[config.mk]
export PLATFORM = sky130hd
export DESIGN_NAME = reg_file_alu_pipe
export DESIGN_NICKNAME = d
export VERILOG_FILES = /design/src/rtl/reg_file_alu_pipe.sv
export SDC_FILE = /design/constraint.sdc
export NUM_CORES = 1
export LEC_CHECK = 0
export BUFFER_PORTS_ARGS = -buffer_cell sky130_fd_sc_hd__buf_2
export CAP_MARGIN = 20
export CORE_MARGIN = 4
export CORE_UTILIZATION = 57
export DETAILED_ROUTE_END_ITERATION = 6
export GPL_ROUTABILITY_DRIVEN = 0
export PLACE_DENSITY = 0.76
export SLEW_MARGIN = 5
export SYNTH_ARGS = -nofsm -noshare
export SYNTH_HDL_FRONTEND = slang
export SYNTH_SLANG_ARGS = --single-unit
[constraint.sdc]
create_clock -name CLK -period 4.4 [get_ports CLK]
set_input_delay 0.22 -clock CLK [delete_from_list [all_inputs] [get_ports CLK]]
set_output_delay 0.22 -clock CLK [all_outputs]
set_load 0.02 [all_outputs]
[src/rtl/reg_file_alu_pipe.sv]
// Register file with an 8-operation ALU and one execute->writeback pipeline stage.
// The result and the Z/N/C/V flags are registered. The writeback value is bypassed
// to the operand reads. Register 0 always reads as zero.
module reg_file_alu_pipe #(
  parameter int unsigned DATA_W = 8,
  parameter int unsigned ADDR_W = 4
) (
  input  logic              CLK,
  input  logic              RST,
  input  logic              in_valid,
  input  logic [ADDR_W-1:0] RA1,
  input  logic [ADDR_W-1:0] RA2,
  input  logic [ADDR_W-1:0] WA,
  input  logic              write_enable,
  input  logic              ALUSrc,
  input  logic [2:0]        ALUControl,
  input  logic [DATA_W-1:0] immediate,
  output logic [DATA_W-1:0] ALUResult,
  output logic              result_valid,
  output logic              Zero,
  output logic              Negative,
  output logic              Carry,
  output logic              Ovf,
  output logic [DATA_W-1:0] cpu_out
);

  localparam int unsigned NREGS = 2 ** ADDR_W;
  localparam int unsigned SH_W  = (DATA_W > 1) ? $clog2(DATA_W) : 1;

  typedef enum logic [2:0] {
    OP_AND = 3'b000,
    OP_OR  = 3'b001,
    OP_ADD = 3'b010,
    OP_SUB = 3'b011,
    OP_XOR = 3'b100,
    OP_SLT = 3'b101,
    OP_SHL = 3'b110,
    OP_SHR = 3'b111
  } op_e;

  logic [DATA_W-1:0] regs [NREGS];
  logic [ADDR_W-1:0] wa_q;
  logic              we_q;

  logic [DATA_W-1:0] rd1, rd2, srcb, result;
  logic [DATA_W:0]   sum_ext;
  logic              carry_c, ovf_c;
  op_e               op;

  assign op      = op_e'(ALUControl);
  assign cpu_out = regs[NREGS-1];

  // Operand read: zero register, then writeback bypass, then array.
  always_comb begin
    rd1 = '0;
    rd2 = '0;
    if (RA1 != '0) rd1 = (we_q && (wa_q == RA1)) ? ALUResult : regs[RA1];
    if (RA2 != '0) rd2 = (we_q && (wa_q == RA2)) ? ALUResult : regs[RA2];
    srcb = ALUSrc ? immediate : rd2;
  end

  // ALU datapath and flag generation.
  always_comb begin
    result  = '0;
    carry_c = 1'b0;
    ovf_c   = 1'b0;
    sum_ext = '0;
    unique case (op)
      OP_AND: result = rd1 & srcb;
      OP_OR:  result = rd1 | srcb;
      OP_ADD: begin
        sum_ext = {1'b0, rd1} + {1'b0, srcb};
        result  = sum_ext[DATA_W-1:0];
        carry_c = sum_ext[DATA_W];
        ovf_c   = (rd1[DATA_W-1] == srcb[DATA_W-1]) &&
                  (result[DATA_W-1] != rd1[DATA_W-1]);
      end
      OP_SUB: begin
        result  = rd1 - srcb;
        carry_c = (rd1 >= srcb);
        ovf_c   = (rd1[DATA_W-1] != srcb[DATA_W-1]) &&
                  (result[DATA_W-1] != rd1[DATA_W-1]);
      end
      OP_XOR: result = rd1 ^ srcb;
      OP_SLT: result = {{(DATA_W-1){1'b0}}, ($signed(rd1) < $signed(srcb))};
      OP_SHL: result = rd1 << srcb[SH_W-1:0];
      OP_SHR: result = rd1 >> srcb[SH_W-1:0];
      default: result = '0;
    endcase
  end

  // Execute->writeback pipeline register; result and flags hold while idle.
  always_ff @(posedge CLK or posedge RST) begin
    if (RST) begin
      ALUResult    <= '0;
      Zero         <= 1'b0;
      Negative     <= 1'b0;
      Carry        <= 1'b0;
      Ovf          <= 1'b0;
      result_valid <= 1'b0;
      wa_q         <= '0;
      we_q         <= 1'b0;
    end else if (in_valid) begin
      ALUResult    <= result;
      Zero         <= (result == '0);
      Negative     <= result[DATA_W-1];
      Carry        <= carry_c;
      Ovf          <= ovf_c;
      result_valid <= 1'b1;
      wa_q         <= WA;
      we_q         <= write_enable && (WA != '0);
    end else begin
      result_valid <= 1'b0;
      we_q         <= 1'b0;
    end
  end

  // Register array writeback from the pipeline register.
  always_ff @(posedge CLK or posedge RST) begin
    if (RST) begin
      for (int unsigned i = 0; i < NREGS; i++) regs[i] <= '0;
    end else if (we_q) begin
      regs[wa_q] <= ALUResult;
    end
  end

endmodule

==> impl_metrics.ini <==
[power]
comb_power_share_pct = 37.2
ir_worst_vdd_v = 0.000348
switching_power_uw = 2130
pwr-share-seq_pct = 36.4
p_sw_share_pct = 35.4
power_leakage_uw = 0.00481
internal_power_uw = 3880
power.share.clock_pct = 26.4
powerDensity_nw_per_um2 = 548

[synthesis]
yosysTopAreaCellShare_pct = 37.1
ys_seq_elements = 145
syn_inst = 855
synthTopCellsByArea = dfrtp_1 (37%), mux2_2 (14%), mux4_2 (13%)
synth_top_area_cell = dfrtp_1
synth_area_sq_um = 9780
async_reset_ff_share_pct = 100
synthFlopType = dfrtp_1
syn-num-nets = 910
synth_area_per_cell_sq_um = 11.4
synth_cell_types = 77
synth-seq-area-share_pct = 37.1
ys_warn_count = 0
synth_edf_count = 0

[setup_path]
cp-start-kind = flip-flop
arrival_ns = 4.45
crit_fanout = 9
ff2ff_path_depth = 15
required_ns = 4.74
setup.worst_path.end_class = flip-flop
critPathKind = flip-flop to flip-flop

[die]
die_h_um = 139
die_w_um = 139
pin_count = 49
core_sq_um = 16700
initial_core_util_pct = 58.5
die_area_sq_um = 19300
std_cell_rows = 47

[final_layout]
fin_nets = 948
nFillCells = 1252
area_growth_syn_to_layout_pct = 12.1
diodes = 0
drive_above_1_share_pct = 36.8
design_area_sq_um = 11000

[timing]
report.final.slew_viol_count = 0
setup_ws_ns = 0.285
tns_ns = 0
max_freq_mhz = 243
rsz0062_at_grt = no
finalHoldViolCount = 8
fin_skew_ns = 0.00766
period_needed_ns = 4.12
timing.final.crit_share_pct = 93.5
tightest_slew_ns = 1.09
max_slew_margin_pct = 27.1
holdWs_ns = -0.0268
setup_viol = 0

[placement]
dp_hpwl_um = 19000
preCtsSetupSlack_ns = 0.0966
dpl-instance-area_sq_um = 10300
portBuffers = 48

[clock_network]
path_clk_slew_ns = 0.06
cts_sinks = 145
clock_path_buffers = 2
cts_tree = yes
cts_buffers = 17
insertion_delay_ns = 0.43
ctsHoldBuffers = 0
cts-root-buf = clkbuf_16
cts_htree_levels = 4
post-cts-setup-buffer-count = 0

[job]
max-cap-violations = 0

[grt]
grt_pass1_vias = 7631
grt_pass1_wl_um = 43200
grtUsageTotal_pct = 28.2
grt_max_degree = 100
antenna_found_initial = 0
grt_overflow_total = 0

[routing]
ant_nets = 0
initialDrtViolationCount = 862
drtPass1Iterations = 7
via_per_inst = 6.78
wire_per_inst_um = 23.9
vias = 7635
wirelength_um = 26900
remaining_drc_errors = 5

[status]
outcome = finished, violations left
failed_checks = DRC, hold timing

[worst_hold_path]
hold_path.class = primary input to asynchronous set/reset pin
[synth_stat cells (4+ instances only)]
library cell and instances:
xnor2_1 11, clkbuf_1 35, nor3_1 10, a31oi_1 11
o31ai_1 6, a221oi_1 4, buf_1 10, dfrtp_1 145
nand3_1 11, nor2b_1 10, or3_1 8, mux2_2 125
mux2i_1 40, mux4_2 57, buf_6 5, ha_1 26
o21ai_0 41, inv_1 31, nand3b_1 4, nand4_1 4
o2bb2ai_1 7, nor4_1 6, buf_4 10, xor2_1 5
buf_2 13, a22oi_1 13, nand2b_1 8, a22o_1 6
nand2_1 50, o21a_1 4, a21oi_1 27, nor2_1 45
[power groups by stage]
stage               Clock, uW  Sequential (uW)  Combinational [uW]
floorplan                   0             2030                1690
global placement            0             2160                2120
detailed placement          0             2180                2170
CTS                      1600             2170                2190
global route             1660             2230                2410
finish                   1580             2190                2240
[worst paths after layout]
kind	end	from	slack, ns
max reg2reg	Zero	cpu_out[2]	0.28
min	regs[34]	RST	-0.03
min in group CLK	we_q	write_enable	0.03
max	Zero	cpu_out[2]	0.28
max in group asynchronous	regs[27]	RST	3.30
min reg2reg	regs[107]	regs[107]	0.50
[flip-flops by register name, indices dropped and copies added (netlist names)]
name,cells
ALUResult,8
Carry,1
Ovf,1
Zero,1
cpu_out,8
regs,120
result_valid,1
wa_q,4
we_q,1
[critical path, stage by stage, from the launching register on]
cell       delay, ns
dfrtp_1         0.43
mux4_2          0.50
mux2_2          0.33
nand2_1         0.09
a32o_1          0.29
ha_1            0.33
o21ai_0         0.18
a21oi_1         0.22
o21ai_0         0.13
a21oi_2         0.23
nor3_1          0.08
o31ai_1         0.28
o2111ai_1       0.19
a221oi_1        0.33
nand4_1         0.16
o32ai_2         0.26
[stage by stage]
stage               total power [uW]  std cells  util, %
detailed placement              4350       1094     61.5
global route                    6300       1126     65.6
floorplan                       3720        855        -
global placement                4280       1094     61.5
finish                          6010       1126     65.6
CTS                             5960       1126     65.4
[timing repair]
action	CTS	global route
gates resized for setup	0	8
hold endpoints to repair	0	0
setup endpoints to repair	0	1
[layout make-up]
class                   count  area (sq um)  area share, %
clock buffers              19           443           4.04
clock inverters            13           199           1.82
repair buffers             93           603           5.50
inverters                  34           146           1.34
multi-input cells         602          5660           51.7
flip-flops and latches    145          3630           33.1
well taps                 220           275           2.51
[placed cells by master, fill, tap and decap left out, types with 9 or more instances in the layout]
cell,netlist,final
mux4_2,57,57
inv_1,31,30
xnor2_1,11,11
o21ai_0,41,41
mux2_2,125,125
nor3_1,10,9
dfrtp_1,145,145
a21oi_1,27,25
buf_4,10,43
a31oi_1,11,11
nand2_1,50,50
buf_2,13,48
ha_1,26,26
mux2i_1,40,40
nor2_1,45,45
nand3_1,11,11
nor2b_1,10,10
clkbuf_16,0,17
a22oi_1,13,13
[cells by family (layout without fill, tap and decap cells)]
| group | count (synthesis) | in the layout | share of synthesized area, % |
|---|---|---|---|
| muxes | 224 | 224 | 32.0 |
| adders and majority gates | 27 | 27 | 3.53 |
| DFF | 145 | 145 | 37.1 |
| xor gates and xnor gates | 18 | 18 | 1.77 |
| AOI/OAI and AO/OA | 161 | 161 | 11.6 |
| and+or+nand+nor | 172 | 172 | 8.52 |
| buffers and inverters | 108 | 159 | 5.39 |
[per-layer routing]
layer  share of wire [%]  global-route usage [%]
met1                  40                    38.3
met2                  47                    45.4
met3                 8.9                    5.34
met4                 4.1                    10.8
met5                   0                       0
Note: power is estimated with default switching activity, not from simulation.
